<file path="config.mk">
export PLATFORM = sky130hd
export DESIGN_NAME = fifo_rd_flat
export DESIGN_NICKNAME = d
export VERILOG_FILES = /design/src/rtl/fifo_rd_pkg.sv /design/src/rtl/fifo_rd_if.sv /design/src/rtl/fifo_gray2bin.sv /design/src/rtl/fifo_rd.sv /design/src/flat_wrapper.sv
export SDC_FILE = /design/constraint.sdc
export NUM_CORES = 1
export LEC_CHECK = 0
export CAP_MARGIN = 20
export CORE_MARGIN = 2
export CORE_UTILIZATION = 44
export DETAILED_ROUTE_END_ITERATION = 16
export PLACE_DENSITY = 0.76
export REMOVE_ABC_BUFFERS = 1
export SYNTH_ARGS = -nofsm -noshare
export SYNTH_HDL_FRONTEND = slang
export SYNTH_HIERARCHICAL = 1
export SYNTH_SLANG_ARGS = --single-unit
</file>
<file path="constraint.sdc">
create_clock -name r_clk -period 2.9 [get_ports r_clk]
set_clock_uncertainty 0.1 [all_clocks]
set_input_delay 0.58 -clock r_clk [delete_from_list [all_inputs] [get_ports r_clk]]
set_output_delay 0.58 -clock r_clk [all_outputs]
set_load 0.01 [all_outputs]
</file>
<file path="src/rtl/fifo_rd_pkg.sv">
// Shared definitions for the async FIFO pointer logic: default sizing and the
// Gray/binary conversions used by both the read-side and write-side controllers.
package fifo_rd_pkg;

  localparam int P_SIZE_DEFAULT   = 4;
  localparam int AE_LEVEL_DEFAULT = 1;

  // Conversions work on a wide word so any pointer width can share them;
  // callers zero-extend in and size-cast out, and the zero upper bits are inert.
  localparam int GRAY_MAX_W = 32;
  typedef logic [GRAY_MAX_W-1:0] gray_word_t;

  function automatic gray_word_t bin2gray(input gray_word_t bin);
    return bin ^ (bin >> 1);
  endfunction

  function automatic gray_word_t gray2bin(input gray_word_t gray);
    gray_word_t bin;
    bin[GRAY_MAX_W-1] = gray[GRAY_MAX_W-1];
    for (int i = GRAY_MAX_W - 2; i >= 0; i--) begin
      bin[i] = bin[i+1] ^ gray[i];
    end
    return bin;
  endfunction

endpackage

</file>
<file path="src/rtl/fifo_rd_if.sv">
// Read-side port bundle of the async FIFO: the read request and synchronized
// write pointer coming in, addressing, Gray pointer and status flags going out.
interface fifo_rd_if
  import fifo_rd_pkg::*;
#(
  parameter int P_SIZE = P_SIZE_DEFAULT
) ();

  logic              r_inc;
  logic [P_SIZE-1:0] sync_wr_ptr;
  logic [P_SIZE-2:0] r_addr;
  logic [P_SIZE-1:0] gray_rd_ptr;
  logic              empty;
  logic              almost_empty;
  logic [P_SIZE-1:0] rd_count;
  logic              underflow;

  // The reader client and the writer's synchronizer side of the bundle.
  modport master (
    output r_inc, sync_wr_ptr,
    input  r_addr, gray_rd_ptr, empty, almost_empty, rd_count, underflow
  );

  // The read-side controller itself.
  modport slave (
    input  r_inc, sync_wr_ptr,
    output r_addr, gray_rd_ptr, empty, almost_empty, rd_count, underflow
  );

endinterface

</file>
<file path="src/rtl/fifo_gray2bin.sv">
// Purely combinational Gray-to-binary converter of a W-bit pointer; shared by
// the read and write controllers for their occupancy arithmetic.
module fifo_gray2bin
  import fifo_rd_pkg::*;
#(
  parameter int W = P_SIZE_DEFAULT
) (
  input  logic [W-1:0] gray,
  output logic [W-1:0] bin
);

  assign bin = W'(gray2bin(gray_word_t'(gray)));

endmodule

</file>
<file path="src/rtl/fifo_rd.sv">
// Read-side controller of the async FIFO: owns the binary read pointer and
// derives empty/almost-empty/occupancy/underflow from the synchronized write pointer.
module fifo_rd
  import fifo_rd_pkg::*;
#(
  parameter int P_SIZE   = P_SIZE_DEFAULT,
  parameter int AE_LEVEL = AE_LEVEL_DEFAULT
) (
  input  logic     r_clk,
  input  logic     r_rstn,
  fifo_rd_if.slave rd
);

  typedef logic [P_SIZE-1:0] ptr_t;

  localparam ptr_t PTR_ONE   = ptr_t'(1);
  localparam ptr_t AE_THRESH = ptr_t'(AE_LEVEL);

  ptr_t r_ptr_q, r_ptr_d;
  ptr_t gray_q, gray_d;
  ptr_t count_q, count_d;
  logic underflow_q, underflow_d;

  ptr_t comb_gray;
  ptr_t wr_bin;
  ptr_t comb_count;
  logic empty_c;
  logic rd_accept;

  fifo_gray2bin #(
    .W (P_SIZE)
  ) u_wr_gray2bin (
    .gray (rd.sync_wr_ptr),
    .bin  (wr_bin)
  );

  // NOTE: every signal driven here gets a value on every path, so no latch
  // is inferred; keep it that way when adding terms.
  always_comb begin
    comb_gray   = ptr_t'(bin2gray(gray_word_t'(r_ptr_q)));
    // Exact Gray match over all bits: the extra MSB separates empty from full.
    empty_c     = (comb_gray == rd.sync_wr_ptr);
    comb_count  = wr_bin - r_ptr_q;
    rd_accept   = rd.r_inc && !empty_c;
    r_ptr_d     = rd_accept ? (r_ptr_q + PTR_ONE) : r_ptr_q;
    gray_d      = comb_gray;
    count_d     = comb_count;
    underflow_d = rd.r_inc && empty_c;
  end

  // NOTE: state registers use non-blocking assignments so every flop samples
  // the pre-edge values regardless of statement order.
  always_ff @(posedge r_clk or negedge r_rstn) begin
    if (!r_rstn) begin
      r_ptr_q     <= '0;
      gray_q      <= '0;
      count_q     <= '0;
      underflow_q <= 1'b0;
    end else begin
      r_ptr_q     <= r_ptr_d;
      gray_q      <= gray_d;
      count_q     <= count_d;
      underflow_q <= underflow_d;
    end
  end

  assign rd.r_addr       = r_ptr_q[P_SIZE-2:0];
  assign rd.gray_rd_ptr  = gray_q;
  assign rd.empty        = empty_c;
  assign rd.almost_empty = (comb_count <= AE_THRESH);
  assign rd.rd_count     = count_q;
  assign rd.underflow    = underflow_q;

endmodule

</file>
<file path="src/flat_wrapper.sv">
// flat-port wrapper written by rule: the top's interface ports become plain ports
module fifo_rd_flat import fifo_rd_pkg::*;
#(
  parameter int P_SIZE   = P_SIZE_DEFAULT,
  parameter int AE_LEVEL = AE_LEVEL_DEFAULT
)
  (r_clk, r_rstn, rd_r_inc, rd_sync_wr_ptr, rd_r_addr, rd_gray_rd_ptr, rd_empty, rd_almost_empty, rd_rd_count, rd_underflow);
  fifo_rd_if #(.P_SIZE(P_SIZE)) rd_i ();
  input  logic r_clk;
  input  logic r_rstn;
  input wire logic [$bits(rd_i.r_inc)-1:0] rd_r_inc;
  input wire logic [$bits(rd_i.sync_wr_ptr)-1:0] rd_sync_wr_ptr;
  output wire logic [$bits(rd_i.r_addr)-1:0] rd_r_addr;
  output wire logic [$bits(rd_i.gray_rd_ptr)-1:0] rd_gray_rd_ptr;
  output wire logic [$bits(rd_i.empty)-1:0] rd_empty;
  output wire logic [$bits(rd_i.almost_empty)-1:0] rd_almost_empty;
  output wire logic [$bits(rd_i.rd_count)-1:0] rd_rd_count;
  output wire logic [$bits(rd_i.underflow)-1:0] rd_underflow;
  assign rd_i.r_inc = rd_r_inc;
  assign rd_i.sync_wr_ptr = rd_sync_wr_ptr;
  assign rd_r_addr = rd_i.r_addr;
  assign rd_gray_rd_ptr = rd_i.gray_rd_ptr;
  assign rd_empty = rd_i.empty;
  assign rd_almost_empty = rd_i.almost_empty;
  assign rd_rd_count = rd_i.rd_count;
  assign rd_underflow = rd_i.underflow;
  fifo_rd #(.P_SIZE(P_SIZE), .AE_LEVEL(AE_LEVEL)) u_core (.r_clk(r_clk), .r_rstn(r_rstn), .rd(rd_i));
endmodule
</file>
==> out/metrics.cfg <==
[timing]
drv_slew=0
worstMarginPinSlew_ps=555
finalWorstSetupSlack_ps=76.3
setup_viol=0
hold_slack_ps=458
period_share_pct=97.4
slew_headroom_pct=62.9
max_freq_mhz=354
hold_viol=0
fin_crit_ps=2820

[clocking]
clockBufferDepth=2
cts_buffers=3
clkTransAtPathRegs_ps=80
cts-root-buf=clkbuf_4
cts_tree=yes
htreeDepth=1
worstSkewPairLatency_ps=260
cts_sinks=13

[drt]
viasPerCell=4.63
drt_wl_total_um=1180
ant_nets=0
drt_iter0_drc=2
vias=477
drc_errors=0
wl_per_cell_um=11.5
dr.pass1.iters=4

[die]
fp-row-count=14
initial_utilization_pct=46.1
dieHeight_um=43.5
dieArea_um2=1890
core_area_um2=1490
io_pins=21
die_width_um=43.5

[power]
clockPowerShare_pct=9.2
p_leak_nw=0.481
power_switching_share_pct=35.6
p_per_area_nw_per_um2=1120
p_switching_w=0.000409
p_int_w=0.000740
fin_total_pwr_w=0.00115
irDropWorstVdd_mv=0.487
p_seq_share_pct=29.1
comb_power_share_pct=61.6

[grt]
grt_overflow=0
grt_max_degree=14
antenna_found_initial=0
grt_pass1_vias=467
grt_usage_pct=13.5
grt_pass1_wl_um=1930

[placed_design]
port_buffers=20
globalplace.congestion=0.738
dp_cells=97
dp_hpwl_um=946
dp_slack_ps=-851

[critical_path]
crit_chain=buf_8 -> xor2_4 -> xor2_2 -> buf_4 -> buf_4 -> fa_2 -> xor2_2 -> a211oi_2 -> buf_2
cp_slowest_cell=fa_2
worstSetupStartpointType=primary input
cp_max_fo=3
critPathKind=primary input to primary output
arrival_ps=2140
end_kind=primary output
cp.required_ps=2220
cp_slowest_stage_delay_ps=370

[finish]
final_common_cell=clkdlybuf4s50_1
fin_cells=103
area_growth_syn_to_layout_pct=49.3
antenna_cells=0
final_nets=101
drive_above_1_share_pct=33.3
layout_common_cells=clkdlybuf4s50_1 (15), dfrtp_1 (13), buf_4 (11)

[synthesis]
seq_area_frac_synth_pct=47.4
synth-seq-cells=13
yosys_warnings=6
synth_cell_type_count=20
synth.avg_cell_area_um2=12.7
syn_inst=54
syn_area_um2=686

[run_status]
status=finished, final reports clean

[job]
maxCapViolCount=0

[min_path]
hp-class=register to register

[synth_stat cells]
cell	number	share of area (%)
buf_6	1	1.6
ha_1	5	9.1
inv_1	7	3.8
fa_1	1	2.9
xor2_1	4	5.1
xnor3_1	1	3.3
nand4_1	1	0.91
a211oi_1	1	1.1
nand3_1	2	1.5
nand4_2	1	1.8
mux2_4	1	2.2
xor2_2	1	2.4
and2_1	2	1.8
o21ai_0	1	0.73
a21o_1	1	1.1
nand2_2	1	0.91
buf_4	1	1.1
nor2b_1	1	0.91
xnor2_1	8	10
dfrtp_1	13	47
[what timing repair did]
action                                  CTS  global route
hold buffers                              0             0
gates resized for setup                  20            13
setup buffers                             2             0
pin swaps                                 9             6
endpoints found under the setup margin    1             1
[power by group through the flow]
stage / registers (W) / clock network [W] / logic [W]
6_report: 0.000335 / 0.000106 / 0.000708
5_1_grt: 0.000347 / 0.000119 / 0.000764
4_1_cts: 0.000338 / 0.000110 / 0.000695
3_5_place_dp: 0.000341 / 0 / 0.000660
3_3_place_gp: 0.000336 / 0 / 0.000644
2_1_floorplan: 0.000383 / 0 / 0.000311
[worst paths after layout]
check / from / endpoint / slack, ps / depth (start not counted)
hold / removal: u_core/r_ptr_q[3]$_DFFE_PN0P_ / u_core/rd.gray_rd_ptr[3]$_DFF_PN0_ / 460 / 0
setup reg to reg: u_core/r_ptr_q[0]$_DFFE_PN0P_ / u_core/r_ptr_q[1]$_DFFE_PN0P_ / 990 / 6
max in group asynchronous: r_rstn / u_core/rd.rd_count[3]$_DFF_PN0_ / 1760 / 1
hold reg to reg: u_core/r_ptr_q[3]$_DFFE_PN0P_ / u_core/rd.gray_rd_ptr[3]$_DFF_PN0_ / 460 / 0
setup / recovery: rd_sync_wr_ptr[2] / rd_almost_empty / 80 / 9
min in group asynchronous: r_rstn / u_core/rd.gray_rd_ptr[0]$_DFF_PN0_ / 570 / 1
[per-stage QoR]
step	util [%]	instance area, um2	TNS (ps)
6_report	68.7	1020	0
5_1_grt	68.7	1020	-0.0699
4_1_cts	66.5	990	0
3_5_place_dp	64.1	955	-851
3_3_place_gp	64.1	955	-791
2_1_floorplan	-	667	0
[area by class of cell]
class,count,area [um2]
fillers,118,465
multi-input cells,32,352
flip-flops and latches,13,325
repair buffers,31,274
clock buffers,4,26.3
inverters,7,26.3
well taps,16,20.0
[cells by family after synthesis]
kind of cell | after synthesis | share of synthesized area (%)
xor+xnor | 14 | 21.0
flops | 13 | 47.4
buf+inv | 9 | 6.57
simple gates | 8 | 7.85
fa+ha+maj | 6 | 12.0
compound gates | 3 | 2.92
mux | 1 | 2.19
[state kept, by name, summed over array words and instances, names as in the netlist]
signal                 count
u_core/r_ptr_q             4
u_core/rd.gray_rd_ptr      4
u_core/rd.rd_count         4
u_core/rd.underflow        1
[worst max-delay path, delay by kind of cell]
family                   cells  cell delay, ps
XOR/XNOR                     3             510
buffers and inverters        4             520
adder cells (fa/ha/maj)      1             370
AO/OA/AOI/OAI                1             180
[per-layer routing]
layer / part of all wire [%] / track usage, % / vias up / wire [um]
li1: - / - / 235 / -
met1: 41 / 16.7 / 229 / 491
met2: 55 / 25.1 / 13 / 656
met3: 3.1 / 0 / 0 / 37
met4: 0 / 5.45 / 0 / 0
met5: 0 / 0 / - / 0
Note: power is estimated with default switching activity, not from simulation.
